File: src/rtl/onchip_mem_block_reader_if.sv
// Bus bundle for the block reader: Avalon-MM read master side plus the
// valid/ready stream source. The reader uses the master modport; the memory
// slave and the stream consumer together form the slave side.
interface onchip_mem_block_reader_if #(
  parameter int ADDR_W = 13
);
  logic [ADDR_W-1:0] avm_address;
  logic              avm_read;
  logic [3:0]        avm_byteenable;
  logic              avm_waitrequest;
  logic [31:0]       avm_readdata;
  logic              avm_readdatavalid;
  logic [31:0]       src_data;
  logic              src_valid;
  logic              src_ready;

  modport master (
    output avm_address, avm_read, avm_byteenable, src_data, src_valid,
    input  avm_waitrequest, avm_readdata, avm_readdatavalid, src_ready
  );

  modport slave (
    input  avm_address, avm_read, avm_byteenable, src_data, src_valid,
    output avm_waitrequest, avm_readdata, avm_readdatavalid, src_ready
  );
endinterface

File: src/rtl/onchip_mem_block_reader.sv
// Block reader: pipelined Avalon-MM reads of word_count words from base_addr,
// streamed out through a small FIFO. Reads are only issued while
// inflight + fifo_count < FIFO_DEPTH, so returned data always has a slot.
// Optional feature macro: MEM_READER_CHECKSUM_EN (running sum of pushed words).
module onchip_mem_block_reader #(
  parameter int ADDR_W     = 13,
  parameter int CNT_W      = 14,
  parameter int FIFO_DEPTH = 8
) (
  input  logic              clk_i,
  input  logic              reset_i,
  input  logic              start_i,
  input  logic [ADDR_W-1:0] base_addr_i,
  input  logic [CNT_W-1:0]  word_count_i,
  output logic              busy_o,
  output logic              done_o,
  output logic [31:0]       checksum_o,
  onchip_mem_block_reader_if.master bus
);

  localparam int PTR_W = (FIFO_DEPTH > 1) ? $clog2(FIFO_DEPTH) : 1;
  localparam int CRD_W = PTR_W + 1;
  localparam logic [CRD_W:0] OCC_MAX = (CRD_W + 1)'(FIFO_DEPTH);

  typedef enum logic [1:0] {S_IDLE, S_ISSUE, S_DRAIN} state_t;

  state_t            state_q, state_d;
  logic [ADDR_W-1:0] addr_q, addr_d;
  logic [CNT_W-1:0]  remain_q, remain_d;
  logic [CRD_W-1:0]  inflight_q, inflight_d;
  logic              busy_q, busy_d;
  logic              done_q, done_d;

  logic [31:0]       fifo_mem [FIFO_DEPTH];
  logic [PTR_W-1:0]  wr_ptr_q, rd_ptr_q;
  logic [CRD_W-1:0]  fifo_cnt_q;

  logic [CRD_W:0]    occ;
  logic              credit_ok, rd_req, accept, rvalid, pop;

  // Credit check and handshake qualifiers
  always_comb begin
    occ       = {1'b0, inflight_q} + {1'b0, fifo_cnt_q};
    credit_ok = occ < OCC_MAX;
    rd_req    = (state_q == S_ISSUE) && credit_ok;
    accept    = rd_req && !bus.avm_waitrequest;
    // Returns arriving while idle are strays from an aborted transfer
    rvalid    = bus.avm_readdatavalid && (state_q != S_IDLE);
    pop       = (fifo_cnt_q != '0) && bus.src_ready;
  end

  // Next-state logic for the transfer FSM and its counters
  always_comb begin
    state_d  = state_q;
    addr_d   = addr_q;
    remain_d = remain_q;
    busy_d   = busy_q;
    done_d   = 1'b0;
    case (state_q)
      S_IDLE: begin
        if (start_i) begin
          addr_d   = base_addr_i;
          remain_d = word_count_i;
          if (word_count_i == '0) begin
            done_d = 1'b1;
          end else begin
            busy_d  = 1'b1;
            state_d = S_ISSUE;
          end
        end
      end
      S_ISSUE: begin
        if (accept) begin
          addr_d   = addr_q + 1'b1;
          remain_d = remain_q - 1'b1;
          if (remain_q == CNT_W'(1)) state_d = S_DRAIN;
        end
      end
      S_DRAIN: begin
        if (inflight_q == '0 && fifo_cnt_q == '0) begin
          state_d = S_IDLE;
          busy_d  = 1'b0;
          done_d  = 1'b1;
        end
      end
      default: state_d = S_IDLE;
    endcase
  end

  // Outstanding read tracking; accept and return in one cycle cancel out
  always_comb begin
    inflight_d = inflight_q;
    if (accept && !rvalid)      inflight_d = inflight_q + 1'b1;
    else if (!accept && rvalid) inflight_d = inflight_q - 1'b1;
  end

  // Control state registers
  always_ff @(posedge clk_i) begin
    if (reset_i) begin
      state_q    <= S_IDLE;
      addr_q     <= '0;
      remain_q   <= '0;
      inflight_q <= '0;
      busy_q     <= 1'b0;
      done_q     <= 1'b0;
    end else begin
      state_q    <= state_d;
      addr_q     <= addr_d;
      remain_q   <= remain_d;
      inflight_q <= inflight_d;
      busy_q     <= busy_d;
      done_q     <= done_d;
    end
  end

  // FIFO pointers and occupancy
  always_ff @(posedge clk_i) begin
    if (reset_i) begin
      wr_ptr_q   <= '0;
      rd_ptr_q   <= '0;
      fifo_cnt_q <= '0;
    end else begin
      if (rvalid) wr_ptr_q <= wr_ptr_q + 1'b1;
      if (pop)    rd_ptr_q <= rd_ptr_q + 1'b1;
      if (rvalid && !pop)      fifo_cnt_q <= fifo_cnt_q + 1'b1;
      else if (!rvalid && pop) fifo_cnt_q <= fifo_cnt_q - 1'b1;
    end
  end

  // FIFO storage; contents are qualified by the count, so no reset needed
  always_ff @(posedge clk_i) begin
    if (rvalid) fifo_mem[wr_ptr_q] <= bus.avm_readdata;
  end

`ifdef MEM_READER_CHECKSUM_EN
  logic [31:0] sum_q;

  // Running sum of pushed words, restarted by each accepted start
  always_ff @(posedge clk_i) begin
    if (reset_i)                          sum_q <= '0;
    else if (state_q == S_IDLE && start_i) sum_q <= '0;
    else if (rvalid)                      sum_q <= sum_q + bus.avm_readdata;
  end

  assign checksum_o = sum_q;
`else
  assign checksum_o = 32'h0;
`endif

  assign busy_o             = busy_q;
  assign done_o             = done_q;
  assign bus.avm_address    = addr_q;
  assign bus.avm_read       = rd_req;
  assign bus.avm_byteenable = 4'hF;
  assign bus.src_data       = fifo_mem[rd_ptr_q];
  assign bus.src_valid      = (fifo_cnt_q != '0);

endmodule

File: src/flat_wrapper.sv
// flat-port wrapper written by rule: the top's interface ports become plain ports
module onchip_mem_block_reader_flat 
#(
  parameter int ADDR_W     = 13,
  parameter int CNT_W      = 14,
  parameter int FIFO_DEPTH = 8
)
  (clk_i, reset_i, start_i, base_addr_i, word_count_i, busy_o, done_o, checksum_o, bus_avm_address, bus_avm_read, bus_avm_byteenable, bus_src_data, bus_src_valid, bus_avm_waitrequest, bus_avm_readdata, bus_avm_readdatavalid, bus_src_ready);
  onchip_mem_block_reader_if #(.ADDR_W(ADDR_W)) bus_i ();
  input  logic clk_i;
  input  logic reset_i;
  input  logic start_i;
  input  logic [ADDR_W-1:0] base_addr_i;
  input  logic [CNT_W-1:0] word_count_i;
  output logic busy_o;
  output logic done_o;
  output logic [31:0] checksum_o;
  output wire logic [$bits(bus_i.avm_address)-1:0] bus_avm_address;
  output wire logic [$bits(bus_i.avm_read)-1:0] bus_avm_read;
  output wire logic [$bits(bus_i.avm_byteenable)-1:0] bus_avm_byteenable;
  output wire logic [$bits(bus_i.src_data)-1:0] bus_src_data;
  output wire logic [$bits(bus_i.src_valid)-1:0] bus_src_valid;
  input wire logic [$bits(bus_i.avm_waitrequest)-1:0] bus_avm_waitrequest;
  input wire logic [$bits(bus_i.avm_readdata)-1:0] bus_avm_readdata;
  input wire logic [$bits(bus_i.avm_readdatavalid)-1:0] bus_avm_readdatavalid;
  input wire logic [$bits(bus_i.src_ready)-1:0] bus_src_ready;
  assign bus_avm_address = bus_i.avm_address;
  assign bus_avm_read = bus_i.avm_read;
  assign bus_avm_byteenable = bus_i.avm_byteenable;
  assign bus_src_data = bus_i.src_data;
  assign bus_src_valid = bus_i.src_valid;
  assign bus_i.avm_waitrequest = bus_avm_waitrequest;
  assign bus_i.avm_readdata = bus_avm_readdata;
  assign bus_i.avm_readdatavalid = bus_avm_readdatavalid;
  assign bus_i.src_ready = bus_src_ready;
  onchip_mem_block_reader #(.ADDR_W(ADDR_W), .CNT_W(CNT_W), .FIFO_DEPTH(FIFO_DEPTH)) u_core (.clk_i(clk_i), .reset_i(reset_i), .start_i(start_i), .base_addr_i(base_addr_i), .word_count_i(word_count_i), .busy_o(busy_o), .done_o(done_o), .checksum_o(checksum_o), .bus(bus_i));
endmodule
File: config.mk
export PLATFORM = sky130hd
export DESIGN_NAME = onchip_mem_block_reader_flat
export DESIGN_NICKNAME = d
export VERILOG_FILES = /design/src/rtl/onchip_mem_block_reader_if.sv /design/src/rtl/onchip_mem_block_reader.sv /design/src/flat_wrapper.sv
export SDC_FILE = /design/constraint.sdc
export NUM_CORES = 1
export LEC_CHECK = 0
export BUFFER_PORTS_ARGS = -buffer_cell sky130_fd_sc_hd__buf_2
export CORE_MARGIN = 2
export CORE_UTILIZATION = 58
export CTS_CLUSTER_SIZE = 40
export DETAILED_ROUTE_END_ITERATION = 16
export HOLD_SLACK_MARGIN = 0.12
export PLACE_DENSITY = 0.75
export SLEW_MARGIN = 40
export SYNTH_ARGS = -nofsm -noshare
export SYNTH_HDL_FRONTEND = slang
export SYNTH_SLANG_ARGS = --single-unit
File: constraint.sdc
create_clock -name clk_i -period 13 [get_ports clk_i]
set_clock_uncertainty 0.05 [all_clocks]
set_input_delay 1.95 -clock clk_i [delete_from_list [all_inputs] [get_ports clk_i]]
set_output_delay 1.95 -clock clk_i [all_outputs]
set_load 0.005 [all_outputs]
After elaboration in Yosys (flattened, before gate mapping):

Memories as Yosys holds them, arrays and structs flattened. A register that Yosys moved wholly into a read port is not among the register bits.
Cells that the tools add are included.

* word-level logic and storage cells: 82
* memories kept: 1
* RAM bits: 256
* register bits after elaboration: 45
* output and inout port bits: 85

* add/subtract/negate cells: 9
* equal/unequal tests: 8
* multiplexer cells: 28
* reductions and logical operators: 26
* $lt $le $gt $ge: 1

Memories
* u_core.fifo_mem: words 8, width 32, rd ports 1, clocked after Yosys merged registers in 1, wr ports 1, line onchip_mem_block_reader.sv:34 `logic [31:0] fifo_mem [FIFO_DEPTH];`

Operator list (number)
* 14-bit two-way mux: 2
* 14-bit one-hot mux with 2 select lines: 1
* 13-bit two-way mux: 2
* 13-bit one-hot mux with 2 select lines: 1
* 4-bit two-way mux: 4
* 14-bit by 1-bit == test with 1-bit output (second input constant): 1
* 14-bit logical NOT: 1
* 14-bit by 1-bit subtractor with 14-bit output (second input constant): 1
* 13-bit by 1-bit adder with 13-bit output (second input constant): 1
* 2-bit two-way mux: 5
* 2-bit nonzero test: 5
* 1-bit logical AND: 9
* 4-bit by 1-bit adder with 4-bit output (second input constant): 2
* 4-bit logical NOT: 2
* 1-bit two-way mux: 8
* 4-bit by 1-bit subtractor with 4-bit output (second input constant): 2
* 3-bit by 1-bit adder with 3-bit output (second input constant): 2
* 3-bit two-way mux: 2
* 2-bit != test (second input constant): 3
* 2-bit one-hot mux with 3 select lines: 1
* 4-bit by 4-bit adder with 5-bit output: 1
* 5-bit by 4-bit less-than comparator with 1-bit output (second input constant): 1
* 5-bit AND reduction: 1
* 1-bit logical NOT: 4
* 8 further kinds: 10

Depth between registers and ports, before layout:

* depth in word-level cells: 8
* depth in mapped cells: 12
* mapped depth without buffers: 11

Least setup slack after synthesis:

No wires, ideal clock.

* kind: input port to flip-flop
* start: input bus_avm_readdatavalid
* end: memory u_core.fifo_mem[0][0], enable pin
* stages: 2
* buffers on the path: 0
* required time: 12.449 ns
* arrival: 5.182 ns
* path slack: 7.267 ns
* cells stage by stage: o21ai_1 > nor4_1

* longest elaborated chain between the ends: 3

RTL lines
* from (decl): line flat_wrapper.sv:25 `input wire logic [$bits(bus_i.avm_readdatavalid)-1:0] bus_avm_readdatavalid;`
* 1-bit logical AND: line onchip_mem_block_reader.sv:48 `rvalid = bus.avm_readdatavalid && (state_q != S_IDLE);`
* 1-bit two-way mux: line onchip_mem_block_reader.sv:132 `if (rvalid) fifo_mem[wr_ptr_q] <= bus.avm_readdata;`
* 1-bit two-way mux (implied by the code): line onchip_mem_block_reader.sv:132
* to (decl): line onchip_mem_block_reader.sv:34

No other way between the ends.

==> metrics.md <==
| Metric | Value |
|---|---|
| Design Area, Final | `~15000 sq um` |
| Pwr Density | `175 nW/um^2` |
| Row cnt | `54` |
| Placed cell area | `13600 sq um` |
| Max cap viols | `0` |
| GR Overflow Total | `0` |
| Area Growth Syn to Fin | `13.7%` |
| Post-CTS Hold Fix Bufs | `0` |
| Peak supply drop | `0.0000882 V` |
| Slew headroom | `between 40% and 50%` |
| Die outline area | `roughly 23000 sq um` |
| CP Max Fanout | `41` |
| Post-DP HPWL | `roughly 14 mm` |
| Post-route ant nets | `0` |
| First DRT Iteration DRCs | `~570` |
| Met2 WL | `around 12 mm` |
| Top FF cell, synth | `edfxtp_1` |
| CP startpoint kind | `register` |
| Reg clk slew, reported paths | `about 0.06 ns` |
| Maximum operating frequency | `207 MHz` |
| CTS root buf | `clkbuf_16` |
| Drt via density | `5.92` |
| RSZ-0062 raised after global routing | `false` |
| Vias in the first global route | `7041` |
| # setup viols final | `0` |
| Drt drc | `0` |
| # H-tree levels | `1` |
| Synth cell types | `between 60 and 70` |
| Status | `finished clean` |
| First-pass GRT wire length | `just under 40 mm` |
| DR vias | `about 7100` |
| All-layer global routing usage | `a little over a fifth` |
| Max-slew violations | `0` |
| Final hold vios | `0` |
| Starting Density | `approximately 60%` |
| Pin count of the biggest net entering global routing | `65` |
| Top Layer Used | `met4` |
| Total wire length | `about 25 mm` |
| Synth warn | `0` |
| CTS Buffer Depth | `3` |
| Post-route setup TNS | `0 ns` |
| Ports | `150` |
| CTS resizes | `0` |
| Post-CTS setup repair buffer count | `0` |
| IO buf count | `between 100 and 150` |
| Layout Nets | `974` |
| #FFs+latches synth | `just over 300` |
| Met3 Wirelength | `between 1.5 and 2 mm` |
| Post-synth ARST share | `0%` |
| Register area share after synthesis | `between 60 and 70%` |
| Req. time, crit path | `11.00 ns` |
| Worst-skew pair later-pin latency | `roughly 0.54 ns` |
| Hold/Removal Path Class | `reg -> reg` |
| WL/cell | `between 20 and 25 microns` |
| Crit path kind | `reg -> out` |
| CP Capture Type | `output port` |
| Fin util | `between 60 and 70%` |
| GP Congestion | `between 0.8 and 0.9` |
| Post-route clock period utilization | `a little under two fifths` |
| Number of CTS-inserted buffers | `30` |
| Filler instances | `between 1000 and 1500` |
| Final Critical Period | `approximately 4.8 ns` |
| Mapped Area | `12800 sq um` |
| Worst slew pin tran | `0.830 ns` |
| CP arrival | `2.82 ns` |
| Sink Count | `between 300 and 400` |
| Layout cells sized above 1 | `between 30% and 40%` |
| Leak | `0.00497 uW` |
| Mean Syn Cell Area | `16.4 sq um` |
| Initial antenna violation count | `0` |
| Post-synth EDFFs | `~260` |
| Cells after Synth | `783` |
| Total Power | `~2600 uW` |
| DR pass1 iterations | `4` |
| Core Footprint | `between 20000 and 25000 sq um` |
| TritonCTS clock tree | `yes` |
| Die Y | `between 150 and 200 microns` |
| Chip width | `153 microns` |
| Detailed-routing wirelength on met1 | `between 10 and 15 mm` |
| R2R Setup Slk | `about 9.3 ns` |
==> worst max-delay path, stage by stage (launching register included) <==
cell and delay, ns:
dfxtp_4 0.67, buf_6 0.56, mux4_2 0.58, mux2_2 0.31, buf_2 0.13
==> metrics by stage <==
stage	hold WS, ns	cells	worst slack (ns)
after floorplan	0.384	817	7.27
after global placement	0.405	1141	8.08
after detailed placement	0.419	1141	8.17
after CTS	0.430	1197	7.87
after global routing	0.472	1197	7.99
final	0.425	1199	8.18
==> registers in the layout, summed over array words and instances, names as in the netlist, named ones only <==
signal,cells
u_core.busy_o,1
u_core.state_q,2
u_core.fifo_cnt_q,4
u_core.inflight_q,4
u_core.done_o,1
u_core.rd_ptr_q,3
u_core.remain_q,14
u_core.wr_ptr_q,3
u_core.bus.avm_address,13
u_core.fifo_mem,256
==> cell type report <==
type / instances / area (sq um) / area share [%]
clock inverters: 12 / 144 / 0.986
clock buffers: 44 / 855 / 5.86
flip-flops and latches: 304 / 8660 / 59.3
diodes: 2 / 5.00 / 0.0343
inverters: 11 / 41.3 / 0.283
well taps: 280 / 350 / 2.40
repair buffers: 124 / 656 / 4.49
multi-input cells: 422 / 3880 / 26.6
==> layout by cell type (no fill, tap or decap), types with 4 or more instances in the layout <==
cell	Yosys	final
nor3_2	1	5
edfxtp_1	256	256
clkinv_2	0	5
buf_4	37	9
mux4_2	64	64
nand2_1	38	37
mux2_2	34	34
clkbuf_16	0	31
nand3_1	15	15
nor4_1	12	11
buf_2	11	113
o21ai_0	8	8
dfxtp_1	48	45
inv_1	10	10
nand4_1	7	7
mux2i_1	5	5
a2bb2oi_1	4	4
o32ai_1	15	15
conb_1	2	36
o21ai_1	5	5
a31oi_1	7	7
xor2_1	5	5
a21oi_1	32	32
nor2b_1	5	5
a22oi_1	7	7
nor2_1	38	35
nor3_1	15	11
clkbuf_1	22	10
ha_1	14	14
==> cell families (layout without fill, tap and decap cells) <==
family          Yosys count  after routing  synth area share, %
buf+inv                  91            191                 3.85
compound gates          104            104                 5.65
xor+xnor                  8              8                0.546
other cells               2             38               0.0585
simple gates            155            155                 6.21
mux                     103            103                 14.6
fa+ha+maj                16             16                 1.68
flops                   304            304                 67.4
==> cells in the mapped netlist (15+ instances only) <==
cell type	number	area, sq um
a21oi_1	32	160
buf_4	37	278
clkbuf_1	22	82.6
dfxtp_1	48	961
edfxtp_1	256	7690
mux2_2	34	383
mux4_2	64	1440
nand2_1	38	143
nand3_1	15	75.1
nor2_1	38	143
nor3_1	15	75.1
o32ai_1	15	131
==> report_power, final <==
part / total [uW] / switching, uW / leakage (uW) / internal (uW)
Combinational: 540 / 253 / 0.00178 / 287
Clock: 860 / 345 / 0.000487 / 515
Sequential: 1150 / 57.9 / 0.00270 / 1090
Total: 2550 / 656 / 0.00497 / 1900
==> metal layers <==
layer  up-vias  global-route usage, %
li1       3274                      -
met3        23                   3.98
met5         -                      0
met4         0                   3.79
met2       234                   35.3
met1      3566                   29.2
==> worst paths after layout <==
check                                         start                   end  cells past startpoint
worst max-delay path                       register      bus_src_data[23]                      4
worst min-delay path            u_core.remain_q[12]   u_core.remain_q[12]                      2
worst max register to register    u_core.state_q[0]  u_core.inflight_q[3]                     10
worst min register to register  u_core.remain_q[12]   u_core.remain_q[12]                      2
No activity file was read; power rests on OpenSTA's default activity.
